===== src/rtl/apb_slave_regbank.sv =====
// APB responder: DEPTH-1 read/write words plus a read-only status word holding
// completed-write and aborted-transfer counts, with programmable wait states.
//
// state  | meaning
// IDLE   | no transfer in flight; a setup phase (psel && !penable) starts one
// ACCESS | access phase; wcnt counts wait states until pready, or !psel aborts
module apb_slave_regbank #(
  parameter int          DEPTH       = 16,
  parameter int          WAIT_CYCLES = 0,
  parameter logic [31:0] RESET_VAL   = 32'h0
) (
  input  logic        clk,
  input  logic        rst_n,
  input  logic        psel,
  input  logic        penable,
  input  logic        pwrite,
  input  logic [31:0] paddr,
  input  logic [31:0] pwdata,
  output logic [31:0] prdata,
  output logic        pready
);

  localparam int            AW       = $clog2(DEPTH);
  localparam logic [AW-1:0] STAT_IDX = AW'(DEPTH - 1);
  localparam logic [3:0]    WAIT_TC  = 4'(WAIT_CYCLES);

  typedef enum logic {IDLE, ACCESS} state_t;

  state_t        state_q, state_d;
  logic [3:0]    wcnt_q, wcnt_d;
  logic [31:0]   regs [DEPTH-1];
  logic [15:0]   wr_cnt_q;
  logic [15:0]   abort_cnt_q;
  logic [AW-1:0] idx;
  logic          unmapped;
  logic          commit;
  logic          abort;
  logic [31:0]   status;

  assign idx      = paddr[AW+1:2];
  assign unmapped = |paddr[31:AW+2];
  assign status   = {abort_cnt_q, wr_cnt_q};

  always_ff @(posedge clk or negedge rst_n) begin
    if (!rst_n) begin
      state_q <= IDLE;
      wcnt_q  <= 4'd0;
    end else begin
      state_q <= state_d;
      wcnt_q  <= wcnt_d;
    end
  end

  always_comb begin
    state_d = state_q;
    wcnt_d  = wcnt_q;
    pready  = 1'b0;
    commit  = 1'b0;
    abort   = 1'b0;
    case (state_q)
      IDLE: begin
        // psel && penable here is a protocol violation and is simply ignored
        if (psel && !penable) begin
          state_d = ACCESS;
          wcnt_d  = 4'd0;
        end
      end
      ACCESS: begin
        if (!psel) begin
          abort   = 1'b1;
          state_d = IDLE;
        end else if (penable) begin
          if (wcnt_q == WAIT_TC) begin
            pready  = 1'b1;
            state_d = IDLE;
            commit  = pwrite && !unmapped && (idx != STAT_IDX);
          end else begin
            wcnt_d = wcnt_q + 4'd1;
          end
        end
      end
    endcase
  end

  // prdata is driven only in the completing read cycle so the master can OR slaves
  always_comb begin
    prdata = 32'h0;
    if (pready && !pwrite && !unmapped) begin
      if (idx == STAT_IDX) prdata = status;
      else                 prdata = regs[idx];
    end
  end

  always_ff @(posedge clk or negedge rst_n) begin
    if (!rst_n) begin
      for (int i = 0; i < DEPTH - 1; i++) regs[i] <= RESET_VAL;
    end else if (commit) begin
      regs[idx] <= pwdata;
    end
  end

  // write count wraps, abort count saturates; commit and abort are exclusive
  always_ff @(posedge clk or negedge rst_n) begin
    if (!rst_n) begin
      wr_cnt_q    <= 16'h0;
      abort_cnt_q <= 16'h0;
    end else begin
      if (commit) wr_cnt_q <= wr_cnt_q + 16'h1;
      if (abort && abort_cnt_q != 16'hFFFF) abort_cnt_q <= abort_cnt_q + 16'h1;
    end
  end

endmodule


===== config.mk =====
export PLATFORM = sky130hd
export DESIGN_NAME = apb_slave_regbank
export DESIGN_NICKNAME = d
export VERILOG_FILES = /design/src/rtl/apb_slave_regbank.sv
export SDC_FILE = /design/constraint.sdc
export NUM_CORES = 1
export LEC_CHECK = 0
export CORE_UTILIZATION = 30
export DETAILED_ROUTE_END_ITERATION = 10
export PLACE_DENSITY_LB_ADDON = 0.2
export SYNTH_ARGS = -nofsm -noshare
export SYNTH_HDL_FRONTEND = slang
export SYNTH_SLANG_ARGS = --single-unit

===== constraint.sdc =====
create_clock -name clk -period 5 [get_ports clk]
set_input_delay 0.5 -clock clk [delete_from_list [all_inputs] [get_ports clk]]
set_output_delay 0.5 -clock clk [all_outputs]
set_load 0.1 [all_outputs]

==> flow_summary.yaml, run 1 <==
detailed_routing:
  met1_length_mm: 28.5
  wirelength_mm: 63.1
  drc_errors: 0
  routedWlPerCell_um: 23.3
  antenna_left: 0
  via_count: 13798
  drtIter0Drc: 767
  dr.max_layer_used: "met5"
  avgViaCountPerCell: 5.09
  wl_met3_mm: 2.84
  wl_met2_mm: 30.2
  drtPass1Iterations: 4
die:
  die_w_um: 282
  rows: 102
  ios: 102
  dieHeight_um: 282
  core-area_mm2: 0.0776
  initial_core_util_pct: 30.3
  dieArea_mm2: 0.0796
clocking:
  post_cts_buffers: 0
  cts_buffers: 59
  cts-htree-levels: 2
  clockRootBuffer: "clkbuf_16"
  clockBufferDepth: 3
  numClockSinks: 517
  clk_pin_slew_ns: 0.06
  clk_latency_ns: 0.64
  cts_tree: "yes"
pwr:
  p_per_area_mw_per_mm2: 322
  ir_drop_mv: 0.260
  cellLeakagePower_nw: 13.3
  power_mw: 9.09
critical_path:
  arrival_ns: 3.94
  cp-startpoint: "paddr[20]"
  criticalPathCategory: "in2out"
  critPathRequiredTime_ns: 4.50
  critPathLaunchType: "primary input"
  path_max_fanout: 22
  end_kind: "primary output"
  r2r_start: "wcnt_q[0]"
global_routing:
  grt_pass1_wl_mm: 96.5
  grt.total_usage_pct: 16.3
  overflow: 0
  antenna_found_initial: 4
  grt_max_degree: 121
  grt_pass1_vias: 14951
logic_synthesis:
  ys.warnings.count: 0
  syn_inst: 1536
  synth-main-ff-cell: "dfrtp_1"
  netlist_area_mm2: 0.0235
  synth-edff-count: 0
  yosysUniqueCellTypes: 41
  avgSynthCellArea_um2: 15.3
  synthesis.nets: 1609
  ys_seq_area_share_pct: 55.0
  ys_ff_latch: 517
  async_reset_ff_share_pct: 100
final_layout:
  layout_commonest_cell: "dfrtp_1"
  drive_gt1_share_pct: 49.2
  layout_common_cells: "517 x dfrtp_1, 483 x mux2_2, 124 x mux4_2"
  syn_to_final_growth_pct: 19.9
  postLayoutCoreUtil_pct: 36.4
  layout.nets: 1692
sta:
  fmax_mhz: 225
  skew_ns: 0.0280
  rsz0062_at_grt: "no"
  worstMarginPinSlew_ns: 1.41
  period_share_pct: 88.7
  drv_slew: 0
  hold_viol_final: 0
  setup_viol: 0
  worst_slew_margin_rel_pct: 5.89
  min_period_ns: 4.44
outcome:
  status: "finished clean"
hold_path:
  hold_class: "reg2reg"
  hp-start: "wr_cnt_q[15]"
run:
  maxCapViolCount: 0
placed_design:
  place.port_buffers: 99
  dp_hpwl_mm: 38.2
  place_congestion: 0.760
[critical path: stages]
cell             delay, ns
clkdlybuf4s50_1       0.40
nor4_1                0.30
nand3_1               0.40
or2_2                 0.50
or3_2                 0.85
buf_4                 0.35
a21oi_1               0.38
buf_12                0.24
[metal layers]
| layer | GRT usage [%] | up-vias |
|---|---|---|
| li1 | - | 5960 |
| met1 | 22.2 | 7468 |
| met2 | 26.3 | 272 |
| met3 | 3.16 | 94 |
| met4 | 4.67 | 4 |
| met5 | 0 | - |
[registers in the layout, summed over array words and instances (netlist names)]
name and cells:
regs 480, abort_cnt_q 16, wr_cnt_q 16, wcnt_q 4, state_q 1
[cells in the mapped netlist (3+ instances only)]
| master | instances | area share (%) |
|---|---|---|
| dfrtp_1 | 517 | 55 |
| mux2_2 | 483 | 23 |
| mux4_2 | 124 | 12 |
| clkbuf_1 | 81 | 1.3 |
| a22oi_1 | 48 | 1.5 |
| buf_2 | 30 | 0.64 |
| nand3_1 | 29 | 0.62 |
| a21oi_1 | 28 | 0.60 |
| buf_1 | 21 | 0.34 |
| xnor2_1 | 18 | 0.67 |
| nand2_1 | 16 | 0.26 |
| nor2_1 | 15 | 0.24 |
| o22ai_1 | 14 | 0.37 |
| nand4_1 | 11 | 0.29 |
| xor2_1 | 10 | 0.37 |
| nor3_1 | 9 | 0.19 |
| nor4_1 | 9 | 0.24 |
| and3_1 | 7 | 0.19 |
| inv_1 | 7 | 0.11 |
| nor2b_1 | 7 | 0.19 |
| o21ai_0 | 6 | 0.13 |
| and2_1 | 5 | 0.13 |
| ha_1 | 4 | 0.21 |
| mux2i_1 | 4 | 0.17 |
| nand2b_1 | 4 | 0.11 |
| a21boi_0 | 3 | 0.096 |
| a22o_1 | 3 | 0.11 |
| nor4b_1 | 3 | 0.11 |
[kinds of logic after synthesis]
group,after synthesis,share of synthesized area (%)
DFF,517,55.0
adders and majority gates,4,0.213
buffers and inverters,139,2.38
AOI/OAI and AO/OA,112,3.19
muxes,611,35.2
xor gates and xnor gates,28,1.04
and+or+nand+nor,125,3.05
[per-stage QoR]
stage	instance area [um2]	hold WS, ns	std cells	setup WS, ns	setup TNS, ns
after global routing	28200	0.504	2710	0.393	0
after floorplan	23500	0.204	1536	-0.857	-1.71
after detailed placement	26200	0.469	2597	0.555	0
after global placement	26200	0.468	2597	0.485	0
final	28200	0.478	2711	0.565	0
after CTS	28200	0.477	2710	0.535	0
[what timing repair did]
item,4_1_cts,5_1_grt
hold buffers,1,0
setup endpoints to repair,0,0
endpoints found under the hold margin,97,0
resized for setup,0,0
[path summary, 6_finish.rpt]
path                             endpoint  slack [ns]  cells after the start
min                          wr_cnt_q[15]        0.48                      1
max                             prdata[2]        0.56                      8
min in group asynchronous  abort_cnt_q[7]        0.55                      2
max in group asynchronous       regs[305]        3.01                      3
max reg2reg                     regs[376]        1.47                      9
min reg2reg                  wr_cnt_q[15]        0.48                      1
[report_power, final]
group,switching [mW],internal [mW]
Sequential,0.0357,4.20
Clock,1.82,2.61
Combinational,0.284,0.138
Total,2.14,6.95
[area by class of cell]
type	count	area, um2
diodes	1	2.50
clock buffers	80	1680
clock inverters	32	332
fillers	7403	49400
inverters	7	26.3
multi-input cells	880	10100
flip-flops and latches	517	12900
well taps	1040	1300
repair buffers	154	1810
Power figures use the tool's default switching activity.
==> inputs of run 2 (changes only) <==
- CTS_BUF_LIST: not set -> sky130_fd_sc_hd__clkbuf_4
==> run 2 against run 1 <==
Critical path depth unchanged. First-iteration DRC count decreased by 9.6%. Register-to-register slack about the same. Sequential power about the same. Clock-buffer cell count increased by 126. Sequential share of layout area increased by 0.28 points. Cell count increased by 4.6%. Die area unchanged. Fmax decreased by 3.1%.
==> flow_summary.yaml, run 2 (synthesized netlist as in run 1, its figures left out) <==
critical_path:
  critPathMaxStageDelay_ns: 0.86
  r2r_start: "wcnt_q[0]"
  r2r.worst_path.cells: 9
  crit_buf_inv: 3
  arrival_ns: 4.08
  ff2ff_setup_slack_ns: 1.46
  path_delay_family: "simple AND/OR/NAND/NOR gates"
  criticalPathCategory: "reg2out"
  path_cells: "inv_1 -> ha_1 -> nand2b_1 -> or4_1 -> or3_2 -> buf_4 -> a21oi_1 -> buf_12"
  critPathLaunchType: "flop"
  r2r_end: "regs[382]"
  end_kind: "primary output"
  critPathRequiredTime_ns: 4.50
  path_max_fanout: 22
  slowest_stage: "or3_2"
hold_path:
  hold_class: "in2async"
sta:
  worst_slew_margin_rel_pct: 5.16
  hold_viol_final: 0
  fmax_mhz: 219
  drv_slew: 0
  worstMarginPinSlew_ns: 1.42
  fin_ws_ns: 0.425
  setup_viol: 0
  rsz0062_at_grt: "no"
  min_period_ns: 4.58
  period_share_pct: 91.5
  skew_ns: 0.0683
detailed_routing:
  drtPass1Iterations: 4
  wirelength_mm: 63.9
  drc_errors: 0
  antenna_left: 0
  via_count: 14362
  drtIter0Drc: 693
  avgViaCountPerCell: 5.06
  routedWlPerCell_um: 22.5
clocking:
  post_cts_resized: 0
  post_cts_buffers: 0
  clk_latency_ns: 0.99
  clk_pin_slew_ns: 0.06
  cts-htree-levels: 4
  clockBufferDepth: 3
  clockRootBuffer: "clkbuf_4"
  cts_buffers: 151
  ctsHoldBuffers: 1
  numClockSinks: 517
  cts_tree: "yes"
final_layout:
  largest_register_ffs: 480
  fillCellCount: 7497
  layout_common_cells: "517 x dfrtp_1, 483 x mux2_2, 206 x clkbuf_4"
  layout.nets: 1784
  largest_registers: "regs: 480 flops, abort_cnt_q: 16 flops, wr_cnt_q: 16 flops"
  syn_to_final_growth_pct: 19.2
  top_register: "regs"
  drive_gt1_share_pct: 52.3
  layout_commonest_cell: "dfrtp_1"
pwr:
  cellLeakagePower_nw: 13.4
  power_mw: 8.62
  p_per_area_mw_per_mm2: 308
  ir_drop_mv: 0.190
global_routing:
  grt_pass1_vias: 15690
  grt.total_usage_pct: 16.7
  overflow: 0
  grt_max_degree: 121
  antenna_found_initial: 6
  grt_pass1_wl_mm: 98.0
die:
  dieHeight_um: 282
  die_w_um: 282
  initial_core_util_pct: 30.3
  dieArea_mm2: 0.0796
  rows: 102
  ios: 102
  core-area_mm2: 0.0776
placed_design:
  dp_hpwl_mm: 38.2
  place.port_buffers: 99
  place_congestion: 0.760
  pre_cts_ws_ns: 0.555
outcome:
  status: "finished clean"
run:
  maxCapViolCount: 0
## run 2: final cells by class
| cell class | instances | area [um2] | share of cell area, % |
|---|---|---|---|
| flip-flops and latches | 517 | 12900 | 46.1 |
| multi-input cells | 880 | 10100 | 36.1 |
| clock inverters | 28 | 277 | 0.986 |
| diodes | 5 | 12.5 | 0.0446 |
| repair buffers | 154 | 1810 | 6.46 |
| inverters | 7 | 26.3 | 0.0937 |
| clock buffers | 206 | 1550 | 5.52 |
| well taps | 1040 | 1300 | 4.64 |
## run 2: worst max-delay path by stage
stage | from | end | cells after the start
finish | wcnt_q[0] | prdata[2] | 8
global route | wcnt_q[0] | prdata[2] | 8
floorplan | paddr[15] | prdata[24] | 7
detailed placement | paddr[20] | prdata[2] | 8
CTS | wcnt_q[0] | prdata[2] | 8
global placement | paddr[20] | prdata[2] | 8
## run 2: per-stage QoR
step	utilization [%]	hold slack [ns]	area (um2)	setup TNS, ns	instances
floorplan	-	0.204	23500	-1.71	1536
global placement	33.8	0.468	26200	0	2597
global route	36.1	0.191	28000	0	2837
CTS	36.1	0.139	28000	0	2832
finish	36.1	0.210	28000	0	2837
detailed placement	33.8	0.469	26200	0	2597
## run 2: worst reg2reg max path, cell delays in order, from the launching register on
cell and delay [ns]:
dfrtp_1 0.41, inv_1 0.07, ha_1 0.14, nand2b_1 0.08, or4_1 0.56, buf_4 0.26, nor4_4 0.40, nand3_2 0.68
buf_4 0.50, mux2_2 0.31
## run 2: where the power goes
part	switching [mW]	leakage [nW]	internal [mW]
clock network	1.79	1.08	2.18
registers	0.0346	7.22	4.21
logic	0.283	5.06	0.138
total	2.10	13.4	6.52
## run 2: per-layer routing
metal	up-vias	wire, um	GRT usage (%)
met1	7717	28700	21.9
met5	-	34	0
met2	320	31000	26.9
li1	6219	-	-
met4	6	1150	5.17
met3	100	3020	4.43
